`src/rtl/id_ex_pkg.sv`:
```
// Shared widths, control-word field layout and payload packing helpers
// for the ID->EX pipeline register.
package id_ex_pkg;

    // Default field widths for the reference 32-bit core
    localparam int DEF_DATA_W = 32;
    localparam int DEF_REG_W  = 5;
    localparam int DEF_CTRL_W = 8;

    // Bit positions inside the opaque decoded-control word
    localparam int CTRL_ALU_OP_LSB = 0;
    localparam int CTRL_ALU_OP_W   = 3;
    localparam int CTRL_REG_WRITE  = 3;
    localparam int CTRL_MEM_READ   = 4;
    localparam int CTRL_MEM_WRITE  = 5;
    localparam int CTRL_ALU_SRC    = 6;
    localparam int CTRL_SHIFT_SEL  = 7;

    // Payload layout at the default widths, most significant field first
    typedef struct packed {
        logic [DEF_DATA_W-1:0] dato_a;
        logic [DEF_DATA_W-1:0] dato_b;
        logic [DEF_REG_W-1:0]  shamt;
        logic [DEF_REG_W-1:0]  rd;
        logic [DEF_REG_W-1:0]  rt;
        logic [DEF_DATA_W-1:0] sign_ext_imm;
        logic [DEF_CTRL_W-1:0] ctrl;
    } id_ex_payload_t;

    localparam int PAYLOAD_W = $bits(id_ex_payload_t);

    // Width of the packed payload for arbitrary field widths
    function automatic int payload_width(input int data_w, input int reg_w, input int ctrl_w);
        return 3 * data_w + 3 * reg_w + ctrl_w;
    endfunction

    // Convenience accessors for consumers of the default-width control word
    function automatic logic [CTRL_ALU_OP_W-1:0] ctrl_alu_op(input logic [DEF_CTRL_W-1:0] c);
        return c[CTRL_ALU_OP_LSB +: CTRL_ALU_OP_W];
    endfunction

    function automatic logic ctrl_reg_write(input logic [DEF_CTRL_W-1:0] c);
        return c[CTRL_REG_WRITE];
    endfunction

    function automatic logic ctrl_mem_access(input logic [DEF_CTRL_W-1:0] c);
        return c[CTRL_MEM_READ] | c[CTRL_MEM_WRITE];
    endfunction

endpackage

```
`src/rtl/pipe_skid_reg.sv`:
```
// Generic valid/ready pipeline register with an optional second (skid)
// entry so that in_ready can come straight from a flop.
module pipe_skid_reg #(
    parameter int WIDTH   = 8,
    parameter bit SKID_EN = 1'b1
) (
    input  logic             clk,
    input  logic             rst,
    input  logic             flush,
    input  logic             in_valid,
    output logic             in_ready,
    input  logic [WIDTH-1:0] in_data,
    output logic             out_valid,
    input  logic             out_ready,
    output logic [WIDTH-1:0] out_data,
    output logic [1:0]       occupancy
);

    logic             main_valid_q;
    logic             main_valid_d;
    logic [WIDTH-1:0] main_data_q;
    logic [WIDTH-1:0] main_data_d;
    logic             skid_valid_q;
    logic [WIDTH-1:0] skid_data_q;

    logic xfer_in;
    logic xfer_out;
    logic main_free;

    assign xfer_in   = in_valid & in_ready;
    assign xfer_out  = main_valid_q & out_ready;
    // Main entry can take a new beat this edge: empty, or its beat leaves now
    assign main_free = ~main_valid_q | xfer_out;

    // Main entry refills from the skid first so ordering stays FIFO
    always_comb begin
        main_valid_d = main_valid_q;
        main_data_d  = main_data_q;
        if (flush) begin
            main_valid_d = 1'b0;
        end else if (main_free) begin
            if (skid_valid_q) begin
                main_valid_d = 1'b1;
                main_data_d  = skid_data_q;
            end else if (xfer_in) begin
                main_valid_d = 1'b1;
                main_data_d  = in_data;
            end else begin
                main_valid_d = 1'b0;
            end
        end
    end

    // Main entry state; payload is left untouched when the beat is squashed
    always_ff @(posedge clk or posedge rst) begin
        if (rst) begin
            main_valid_q <= 1'b0;
            main_data_q  <= '0;
        end else begin
            main_valid_q <= main_valid_d;
            main_data_q  <= main_data_d;
        end
    end

    generate
        if (SKID_EN) begin : g_skid
            logic             skid_valid_d;
            logic [WIDTH-1:0] skid_data_d;

            // Skid catches a beat that arrives while the main entry is stuck
            always_comb begin
                skid_valid_d = skid_valid_q;
                skid_data_d  = skid_data_q;
                if (flush) begin
                    skid_valid_d = 1'b0;
                end else if (skid_valid_q && main_free) begin
                    skid_valid_d = 1'b0;
                end else if (xfer_in && !main_free) begin
                    skid_valid_d = 1'b1;
                    skid_data_d  = in_data;
                end
            end

            // Skid entry state
            always_ff @(posedge clk or posedge rst) begin
                if (rst) begin
                    skid_valid_q <= 1'b0;
                    skid_data_q  <= '0;
                end else begin
                    skid_valid_q <= skid_valid_d;
                    skid_data_q  <= skid_data_d;
                end
            end

            // Ready depends only on a flop, breaking the ready path from EX
            assign in_ready = ~skid_valid_q;
        end else begin : g_no_skid
            assign skid_valid_q = 1'b0;
            assign skid_data_q  = '0;
            // Single entry: accept when empty or when the held beat leaves
            assign in_ready     = out_ready | ~main_valid_q;
        end
    endgenerate

    assign out_valid = main_valid_q;
    assign out_data  = main_data_q;
    assign occupancy = {1'b0, main_valid_q} + {1'b0, skid_valid_q};

endmodule

```
`src/rtl/id_ex_pipe_stage.sv`:
```
// ID->EX pipeline stage: packs the decoded fields into one vector,
// registers it through the handshake buffer and unpacks it for EX.
module id_ex_pipe_stage
    import id_ex_pkg::*;
#(
    parameter int DATA_W  = DEF_DATA_W,
    parameter int REG_W   = DEF_REG_W,
    parameter int CTRL_W  = DEF_CTRL_W,
    parameter bit SKID_EN = 1'b1
) (
    input  logic              clk,
    input  logic              rst,
    input  logic              flush,
    input  logic              in_valid,
    output logic              in_ready,
    input  logic [DATA_W-1:0] dato_a,
    input  logic [DATA_W-1:0] dato_b,
    input  logic [REG_W-1:0]  shamt,
    input  logic [REG_W-1:0]  rd,
    input  logic [REG_W-1:0]  rt,
    input  logic [DATA_W-1:0] sign_ext_imm,
    input  logic [CTRL_W-1:0] ctrl,
    output logic              out_valid,
    input  logic              out_ready,
    output logic [DATA_W-1:0] dato_a_out,
    output logic [DATA_W-1:0] dato_b_out,
    output logic [REG_W-1:0]  shamt_out,
    output logic [REG_W-1:0]  rd_out,
    output logic [REG_W-1:0]  rt_out,
    output logic [DATA_W-1:0] sign_ext_imm_out,
    output logic [CTRL_W-1:0] ctrl_out,
    output logic [1:0]        occupancy
);

    localparam int PW = payload_width(DATA_W, REG_W, CTRL_W);

    logic [PW-1:0] in_payload;
    logic [PW-1:0] out_payload;

    // Field order matches id_ex_payload_t so the default build lines up with the struct
    assign in_payload = {dato_a, dato_b, shamt, rd, rt, sign_ext_imm, ctrl};

    pipe_skid_reg #(
        .WIDTH   (PW),
        .SKID_EN (SKID_EN)
    ) u_reg (
        .clk       (clk),
        .rst       (rst),
        .flush     (flush),
        .in_valid  (in_valid),
        .in_ready  (in_ready),
        .in_data   (in_payload),
        .out_valid (out_valid),
        .out_ready (out_ready),
        .out_data  (out_payload),
        .occupancy (occupancy)
    );

    assign {dato_a_out, dato_b_out, shamt_out, rd_out, rt_out, sign_ext_imm_out, ctrl_out} = out_payload;

endmodule
```
`config.mk`:
```
export PLATFORM = sky130hd
export DESIGN_NAME = id_ex_pipe_stage
export DESIGN_NICKNAME = d
export VERILOG_FILES = /design/src/rtl/id_ex_pkg.sv /design/src/rtl/pipe_skid_reg.sv /design/src/rtl/id_ex_pipe_stage.sv
export SDC_FILE = /design/constraint.sdc
export NUM_CORES = 1
export LEC_CHECK = 0
export ABC_AREA = 0
export CAP_MARGIN = 20
export CORE_MARGIN = 2
export CORE_UTILIZATION = 53
export DETAILED_ROUTE_END_ITERATION = 10
export DONT_BUFFER_PORTS = 1
export PLACE_DENSITY = 0.68
export REMOVE_ABC_BUFFERS = 1
export SLEW_MARGIN = 5
export SYNTH_ARGS = -nofsm -noshare
export SYNTH_HDL_FRONTEND = slang
export SYNTH_SLANG_ARGS = --single-unit
```
`constraint.sdc`:
```
create_clock -name clk -period 8.9 [get_ports clk]
set_input_delay 0.89 -clock clk [delete_from_list [all_inputs] [get_ports clk]]
set_output_delay 0.89 -clock clk [all_outputs]
set_load 0.01 [all_outputs]
```
==> results.md, run 1 <==
- Status: finished, final reports clean
- Synth Flop Type: dfrtp_1
- Top-count cell post-synth: mux2_2
- Die H: 144 um
- Syn Area/Cell: 16.1 um^2
- Crit-path max cell delay: 780 ps
- Filler instances: 1457
- CP max FO: 63
- LEAKAGE: 0.00489 uW
- Via count: 5282
- Detailed-placement wirelength estimate: 12900 um
- Top cells by count, synth: mux2_2 (316), dfrtp_1 (240), mux2_1 (41)
- Post-CTS Resized: 0
- Cell repeated most along the worst path: buf_4
- Routability congestion estimate: ~0.70
- GRT overflow: 0
- Sequential area share after synthesis: between 50% and 60%
- Buffers on Ports: 0
- Share of layout cells above drive strength 1: between 50% and 60%
- Mapped Area: 10400 um^2
- FF-to-FF End: u_reg.out_data[85]$_DFFE_PP0P_
- Nets: 769
- Slew Viols, Final: 0
- Clock Root Buffer: clkbuf_16
- Cell area power density: 262 nW/um^2
- Router iterations before antenna repair: 6
- Setup bufs post-CTS: 0
- Element type at the critical path start: flop
- Multi-input logic area: just over 4000 um^2
- Worst Path Arrival: 3800 ps
- First-pass GRT wire length: a little over 30000 um
- RSZ-0062 raised after global routing: false
- Util after Layout: between 50 and 60%
- Die X: between 100 and 150 um
- CTS H-tree lvls: 1
- WL final: 20100 um
- Critical path class: flop to flop
- CP Data Required Time: 9290 ps
- Number of global-route vias before repair: 5796
- Final TNS setup: 0 ps
- Reg2reg path depth: 6
- Largest net degree at the start of global routing: 162
- Hold Buf Count CTS: 0
- Min cycle time layout: around 3400 ps
- Core area: approximately 19000 um^2
- Sink Count: 240
- Worst r2r src: u_reg.skid_valid_q$_DFFE_PP0P_
- Detailed router's first-iteration violation count: 128
- Buffer levels on the longest clock path: 3
- Die area: between 20000 and 25000 um^2
- Initial antenna violation count: 0
- CTS Buf Count: 26
- Warnings, synthesis: 0
- Starting Density: between 50% and 60%
- Reg clk slew, reported paths: around 60 ps
- Finished Layout Cells: just over 900
- Worst reg2reg setup slack: roughly 5500 ps
- Rows: 51
- Unique masters post-synth: 16
- Worst Tran Pin Value: 936 ps
- Async SR Flop Fraction: 100%
- Synth Instances: 647
- Rel. slew slack: 37.6%
- Routed wire per std cell: 21.6 um
- Ant diodes: 0
- Worst-path cell with the longest stage delay: buf_4
- EDFF count, synth: 0
- Top Ports: 247
- Count of final setup violators: 0
- Critical Path End Type: flop
- Antenna viol nets, final: 0
- Final hold violation count: 0
- Area Growth Syn to Fin: 11.0%
- Synth area leader: dfrtp_1
- GR Util All Layers: 19.0%
- Placed insts: 878
- Via-per-instance ratio: 5.69
- Worst clock skew: 10.7 ps
- Max-cap viol count: 0
- Worst-skew pair later-pin latency: 510 ps
- Ordered list of cells on the worst path: buf_16 -> nor2_1 -> nor3_4 -> buf_4 -> buf_4 -> mux2_2
- Synth top area cells: dfrtp_1 (58%), mux2_2 (34%), mux2_1 (4.4%)
- Synth Register Bits: 240
- DRC: 0
- Reg area: around 6000 um^2
- VDD IR max: about 0.00016 V
- Post-synth top area share: between 50 and 60%
- CTS tree: built
- Final period util: 38.3%
- Hold Crit Class: input port to asynchronous set/reset pin
- Fmax: about 290 MHz
-- how the worst max path moves through the flow --
| stage | start | end | cells past startpoint |
|---|---|---|---|
| after global placement | u_reg.skid_valid_q$_DFFE_PP0P_ | u_reg.out_data[99]$_DFFE_PP0P_ | 5 |
| after global routing | u_reg.skid_valid_q$_DFFE_PP0P_ | u_reg.out_data[53]$_DFFE_PP0P_ | 6 |
| after floorplan | u_reg.skid_valid_q$_DFFE_PP0P_ | u_reg.out_data[0]$_DFFE_PP0P_ | 3 |
| after detailed placement | u_reg.skid_valid_q$_DFFE_PP0P_ | u_reg.out_data[38]$_DFFE_PP0P_ | 5 |
| after CTS | u_reg.skid_valid_q$_DFFE_PP0P_ | u_reg.out_data[38]$_DFFE_PP0P_ | 5 |
| final | u_reg.skid_valid_q$_DFFE_PP0P_ | u_reg.out_data[85]$_DFFE_PP0P_ | 6 |
-- cell usage in the layout, fill, tap and decap left out --
cell | synthesis | routed
buf_16 | 0 | 3
mux2_1 | 41 | 41
inv_1 | 2 | 1
buf_4 | 14 | 5
dfrtp_1 | 240 | 239
clkinvlp_4 | 0 | 1
clkbuf_16 | 0 | 27
nor3_1 | 1 | 1
a21oi_1 | 1 | 1
nand2b_1 | 1 | 1
nor3_4 | 0 | 1
nand3_4 | 0 | 1
ha_1 | 1 | 1
clkbuf_1 | 0 | 3
nor2b_2 | 1 | 1
mux2_2 | 316 | 316
clkinv_2 | 0 | 3
clkbuf_8 | 0 | 9
dfrtp_4 | 0 | 1
bufinv_16 | 0 | 4
inv_8 | 0 | 1
nor2_1 | 2 | 2
inv_6 | 0 | 1
-- power breakdown --
part | leakage (uW) | switching (uW) | internal [uW] | total (uW)
logic | 0.00153 | 110 | 211 | 321
clock network | 0.000474 | 424 | 744 | 1170
registers | 0.00288 | 199 | 1330 | 1530
-- state kept, by name, summed over array words and instances, names as in the netlist --
| signal | flops |
|---|---|
| u_reg.out_data | 119 |
| u_reg.skid_valid_q | 1 |
| u_reg.skid_data_q | 119 |
| u_reg.out_valid | 1 |
-- cells by family after synthesis --
kind of cell | count (synthesis) | synth area share (%)
simple gates | 7 | 0.409
flops | 240 | 57.8
fa+ha+maj | 1 | 0.120
compound gates | 1 | 0.0481
mux | 357 | 38.7
buf+inv | 41 | 2.94
-- per-stage QoR --
| step | setup slack [ps] | area, um^2 | power, uW | hold WS, ps |
|---|---|---|---|---|
| final | 5490 | 11500 | 3020 | 195 |
| after floorplan | 438 | 10100 | 1780 | 459 |
| after global routing | 5280 | 11500 | 3170 | 192 |
| after CTS | 5160 | 11500 | 3060 | 411 |
| after detailed placement | 5170 | 10500 | 1880 | 478 |
| after global placement | 5260 | 10500 | 1840 | 468 |
-- worst max-delay path: cells and delay by family, from the launching register on --
family | cells | cell delay [ps]
buffers and inverters | 3 | 1730
DFF | 1 | 710
muxes | 1 | 410
and+or+nand+nor | 2 | 290
-- metal layers --
metal | GRT usage [%] | routed length [um]
met5 | 0 | 0
met2 | 33.1 | 10300
met3 | 7.28 | 1940
met1 | 22.1 | 7330
met4 | 5.11 | 457
-- layout make-up --
| type | count | share of cell area [%] |
|---|---|---|
| flip-flops and latches | 240 | 52.1 |
| multi-input cells | 366 | 35.5 |
| clock buffers | 39 | 7.03 |
| well taps | 265 | 2.87 |
| clock inverters | 9 | 1.31 |
| repair buffers | 8 | 1.04 |
| inverters | 2 | 0.130 |
Note: power is estimated with default switching activity, not from simulation.
==> run 2: changes to the inputs <==
- PLACE_DENSITY: 0.68 -> 0.71
- clock period: 8.9 -> 2.8 ns (I/O delays scaled with it)
==> results.md, run 2 (same netlist as run 1, synthesis figures left out) <==
- Hold Path Depth: 2
- Max-cap viol count: 0 (unchanged)
- Critical path class: flop to output pin
- CTS H-tree lvls: 1 (unchanged)
- Via count: 5783 (+9.5%)
- Largest net degree at the start of global routing: 108 (-33%)
- Buffers on Ports: 0 (unchanged)
- Hold Crit Class: input port to flop
- Worst Tran Pin Value: 739 ps (-197 ps)
- Cell area power density: 740 nW/um^2 (+180%)
- Reg2reg path depth: 4 (-2)
- Routed wire per std cell: 21.2 um (-1.7%)
- Worst clock skew: 22.5 ps (+11.9 ps)
- Setup bufs post-CTS: 0 (unchanged)
- Commonest non-fill, non-tap cell in the layout: mux2_2
- Area Growth Syn to Fin: 21.9%
- CTS tree: built
- Sink Count: 240 (unchanged)
- Initial antenna violation count: 0 (unchanged)
- Via-per-instance ratio: 5.49 (-3.4%)
- Min cycle time layout: 2060 ps
- Worst-skew pair later-pin latency: 520 ps (about the same)
- Fmax: 487 MHz
- Worst Path Arrival: 1780 ps (-2020 ps)
- Router iterations before antenna repair: 5 (-1)
- Starting Density: 53.7% (unchanged)
- VDD IR max: 0.000523 V (+220%)
- DRC: 0 (unchanged)
- GR Util All Layers: 20.9% (+1.9 points)
- Rows: 51 (unchanged)
- Element type at the critical path start: flop
- Status: finished, final reports clean
- CP max FO: 92 (+46%)
- Nets: 894 (+16%)
- Die X: 144 um (unchanged)
- Antenna viol nets, final: 0 (unchanged)
- Setup crit start: u_reg.skid_valid_q$_DFFE_PP0P_
- Die area: 20700 um^2 (unchanged)
- GRT overflow: 0 (unchanged)
- Final period util: between 70% and 80%
- Die H: 144 um (unchanged)
- Buffer levels on the longest clock path: 3 (unchanged)
- Rel. slew slack: 50.7% (+13 points)
- First-pass GRT wire length: 34300 um (+10%)
- HP Start: dato_a[19]
- Hold Buf Count CTS: 123 (+123)
- Most frequent cells in the layout: mux2_2 (316), dfrtp_1 (239), dlygate4sd3_1 (123)
- Share of layout cells above drive strength 1: 47.2% (-9.1 points)
- Number of global-route vias before repair: 6593 (+14%)
- Setup WS post-layout: 745 ps (-4750 ps)
- Post-CTS Resized: 0 (unchanged)
- CTS Buf Count: 25 (-3.8%)
- DP Worst Slack: 831 ps (-4340 ps)
- Detailed-placement wirelength estimate: 13400 um (+3.5%)
- Reg clk slew, reported paths: 60 ps (about the same)
- Slew Viols, Final: 0 (unchanged)
- Worst reg2reg setup slack: 840 ps (-4650 ps)
- Hold EP: u_reg.out_data[106]$_DFFE_PP0P_
- CP Data Required Time: 2520 ps (-6770 ps)
- Routability congestion estimate: 0.700 (about the same)
- Finished Layout Cells: 1053 (+13%)
- Clock Root Buffer: clkbuf_16
- LEAKAGE: 0.00535 uW (+9.6%)
- Count of final setup violators: 0 (unchanged)
- Ant diodes: 0 (unchanged)
- Placed insts: 884 (+0.68%)
- Final hold violation count: 0 (unchanged)
- Critical Path End Type: output pin
- FF-to-FF End: u_reg.out_data[68]$_DFFE_PP0P_
- Worst r2r src: u_reg.out_valid$_DFFE_PP0P_
- Detailed router's first-iteration violation count: 193 (+51%)
- Core area: 19300 um^2 (unchanged)
- WL final: 22400 um (+11%)
- RSZ-0062 raised after global routing: false
- Top Ports: 247 (unchanged)
run 2: cell types whose count changed in the layout (fill, tap and decap cells not counted):
cell	delta
clkbuf_8	-3
bufinv_16	-2
dlygate4sd3_1	+123
buf_12	+5
clkbuf_16	-2
clkbuf_1	+3
clkinv_2	+2
buf_4	+1
buf_16	-3
run 2: per-layer routing:
metal	global-route usage, %	part of all wire, %	up-vias
li1	-	-	2569
met1	24.0	37	2993
met2	37.9	52	174
met3	6.03	8.0	47
met4	6.50	2.7	0
met5	0	0	-
run 2: power by group:
part | switching, uW | internal [uW]
combinational | 404 | 787
sequential | 648 | 4240
clock | 1300 | 1990
total | 2360 | 7010
run 2: worst max-delay path by stage:
| stage | cells past startpoint | slack [ps] | endpoint |
|---|---|---|---|
| after CTS | 2 | 690 | occupancy[0] |
| after floorplan | 3 | -5660 | u_reg.out_data[0]$_DFFE_PP0P_ |
| after detailed placement | 4 | 830 | u_reg.out_data[13]$_DFFE_PP0P_ |
| after global routing | 2 | 640 | occupancy[0] |
| after global placement | 4 | 860 | u_reg.out_data[111]$_DFFE_PP0P_ |
| final | 2 | 740 | occupancy[0] |
run 2: worst max-delay path: stages (launching register included):
cell and delay, ps:
dfrtp_4 440, buf_12 420, ha_1 400
run 2: layout make-up:
| type | instances | area [um^2] |
|---|---|---|
| Clock buffer | 37 | 731 |
| Clock inverter | 9 | 101 |
| Fill cell | 1360 | 6670 |
| Inverter | 2 | 15.0 |
| Multi-Input combinational cell | 366 | 4100 |
| Sequential cell | 240 | 6010 |
| Tap cell | 265 | 332 |
| Timing Repair Buffer | 134 | 1380 |
run 2: stage by stage:
stage / cell area, um^2 / setup TNS, ps / power, uW / utilization [%] / hold slack (ps)
finish: 12700 / 0 / 9370 / 65.5 / 33.6
global route: 12700 / 0 / 9780 / 65.5 / 22.3
detailed placement: 10600 / 0 / 5980 / 54.8 / 313
global placement: 10600 / 0 / 5840 / 54.8 / 299
floorplan: 10100 / -2058010 / 5660 / - / 343
CTS: 12700 / 0 / 9460 / 65.5 / 12.6
==> run 3: changes to the inputs <==
- PLACE_DENSITY: 0.71 -> 0.68
- clock period: 2.8 -> 1.9 ns (I/O delays scaled with it)
==> results.md, run 3 (same netlist as run 1, synthesis figures left out) <==
- Status: finished, final reports clean
- Detailed router's first-iteration violation count: 141 (-27%)
- Element type at the critical path start: flop
- Rel. slew slack: 64.2% (+13 points)
- Via-per-instance ratio: 5.51 (+0.26%)
- DRC: 0 (unchanged)
- VDD IR max: 0.000678 V (+30%)
- Final hold slack: 93.6 ps (+60.0 ps)
- Die H: 144 um (unchanged)
- Buffer levels on the longest clock path: 3 (unchanged)
- RSZ-0062 raised after global routing: false
- Share of layout cells above drive strength 1: 48.4% (+1.2 points)
- Area Growth Syn to Fin: 25.3%
- Routability congestion estimate: 0.701 (+0.23%)
- Worst-skew pair later-pin latency: 520 ps (about the same)
- Most frequent cells in the layout: mux2_2 (316), dfrtp_1 (239), dlygate4sd3_1 (125)
- Util after Layout: 67.3% (+1.8 points)
- WL final: 22400 um (about the same)
- Die X: 144 um (unchanged)
- Initial antenna violation count: 0 (unchanged)
- CP max FO: 18 (-80%)
- Core area: 19300 um^2 (unchanged)
- CTS Buf Count: 26 (+4.0%)
- Starting Density: 53.7% (unchanged)
- Reg clk slew, reported paths: 60 ps (about the same)
- Antenna viol nets, final: 0 (unchanged)
- Clock Root Buffer: clkbuf_16
- Fmax: between 500 and 600 MHz
- Cell area power density: 1090 nW/um^2 (+47%)
- Worst clock skew: 13.1 ps (-9.46 ps)
- Count of final setup violators: 0 (unchanged)
- GRT overflow: 0 (unchanged)
- Min cycle time layout: 1840 ps
- Worst Tran Pin Value: 537 ps (-202 ps)
- Top Ports: 247 (unchanged)
- Commonest non-fill, non-tap cell in the layout: mux2_2
- CP Data Required Time: 1710 ps (-810 ps)
- Slew Viols, Final: 0 (unchanged)
- Setup bufs post-CTS: 0 (unchanged)
- Max-cap viol count: 0 (unchanged)
- Buffers on Ports: 0 (unchanged)
- Sink Count: 240 (unchanged)
- Routed wire per std cell: 20.9 um (-1.4%)
- Placed insts: 893 (+1.0%)
- Critical path class: flop to output pin
- Final period util: 96.9%
- CTS tree: built
- Critical Path End Type: output pin
- Worst Path Arrival: 1650 ps (-130 ps)
- CTS H-tree lvls: 1 (unchanged)
- LEAKAGE: 0.00549 uW (+2.6%)
- Via count: 5886 (+1.8%)
- Finished Layout Cells: 1069 (+1.5%)
- Hold Crit Class: input port to flop
- Largest net degree at the start of global routing: 74 (-31%)
- GR Util All Layers: 21.4% (+0.48 points)
- Final hold violation count: 0 (unchanged)
- Rows: 51 (unchanged)
- Detailed-placement wirelength estimate: 13500 um (+0.93%)
- Filler instances: 1340 (-1.5%)
- Nets: 908 (+1.6%)
- Number of global-route vias before repair: 6489 (-1.6%)
- First-pass GRT wire length: 35000 um (+2.1%)
- Router iterations before antenna repair: 4 (-1)
- Die area: 20700 um^2 (unchanged)
==> run 3: cell count changes in the layout (fill, tap and decap cells not counted), moves of 2 or more <==
| cell | change |
|---|---|
| clkbuf_1 | -3 |
| clkinvlp_4 | +6 |
| dlygate4sd3_1 | +2 |
| clkbuf_8 | -3 |
| clkbuf_16 | +2 |
| bufbuf_16 | +2 |
| buf_12 | +8 |
==> run 3: final cells by class <==
type	instances	area (um^2)	area share (%)
antenna	1	2.50	0.0192
clock inverter	15	168	1.29
multi-input combinational	366	4110	31.6
sequential	240	6010	46.2
tap	265	332	2.55
inverter	2	15.0	0.115
clock buffer	33	728	5.60
timing repair buffer	147	1650	12.7
==> run 3: path summary, 6_finish.rpt <==
| kind | start | end | depth (start not counted) | slack, ps |
|---|---|---|---|---|
| setup / recovery | u_reg.skid_valid_q$_DFFE_PP0P_ | occupancy[0] | 3 | 60 |
| hold / removal | flush | u_reg.skid_data_q[93]$_DFFE_PP0P_ | 3 | 90 |
| setup reg to reg | u_reg.skid_valid_q$_DFFE_PP0P_ | u_reg.out_data[39]$_DFFE_PP0P_ | 5 | 70 |
| hold reg to reg | u_reg.skid_data_q[90]$_DFFE_PP0P_ | u_reg.skid_data_q[90]$_DFFE_PP0P_ | 1 | 490 |
| max in group asynchronous | rst | u_reg.out_data[63]$_DFFE_PP0P_ | 3 | 1010 |
| min in group asynchronous | rst | u_reg.skid_data_q[99]$_DFFE_PP0P_ | 2 | 240 |
==> run 3: report_power, final <==
group          total [uW]  internal, uW  leakage (uW)  switching [uW]
clock network        5160          3130      0.000421            2030
logic                1820          1190       0.00219             629
registers            7190          6250       0.00288             938
total               14200         10600       0.00549            3600
==> run 3: per-layer routing <==
metal	part of all wire, %	vias to the layer above	wire length (um)	global-route usage [%]
li1	-	2610	-	-
met1	39	3053	8820	26.2
met2	51	176	11500	37.4
met3	6.5	47	1460	5.33
met4	2.7	0	596	6.97
met5	0	-	0	0
==> run 3: repair_timing <==
item | 4_1_cts | 5_1_grt
endpoints found under the setup margin | 2 | 0
hold buffers | 125 | 0
resized for setup | 2 | 0
endpoints found under the hold margin | 308 | 0
==> run 3: worst max-delay path, stage by stage, from the launching register on <==
cell and delay, ps:
dfrtp_4 470, buf_4 180, buf_16 180, ha_4 300
==> run 3: metrics by stage <==
step / TNS, ps / instance area (um^2) / setup slack, ps / power [uW]
6_report: 0 / 13000 / 58.8 / 14200
5_1_grt: 0 / 13000 / 12.0 / 14800
4_1_cts: 0 / 13000 / 39.8 / 14300
3_5_place_dp: 0 / 10800 / 138 / 8830
3_3_place_gp: 0 / 10800 / 187 / 8660
2_1_floorplan: -2470840 / 10100 / -6560 / 8340
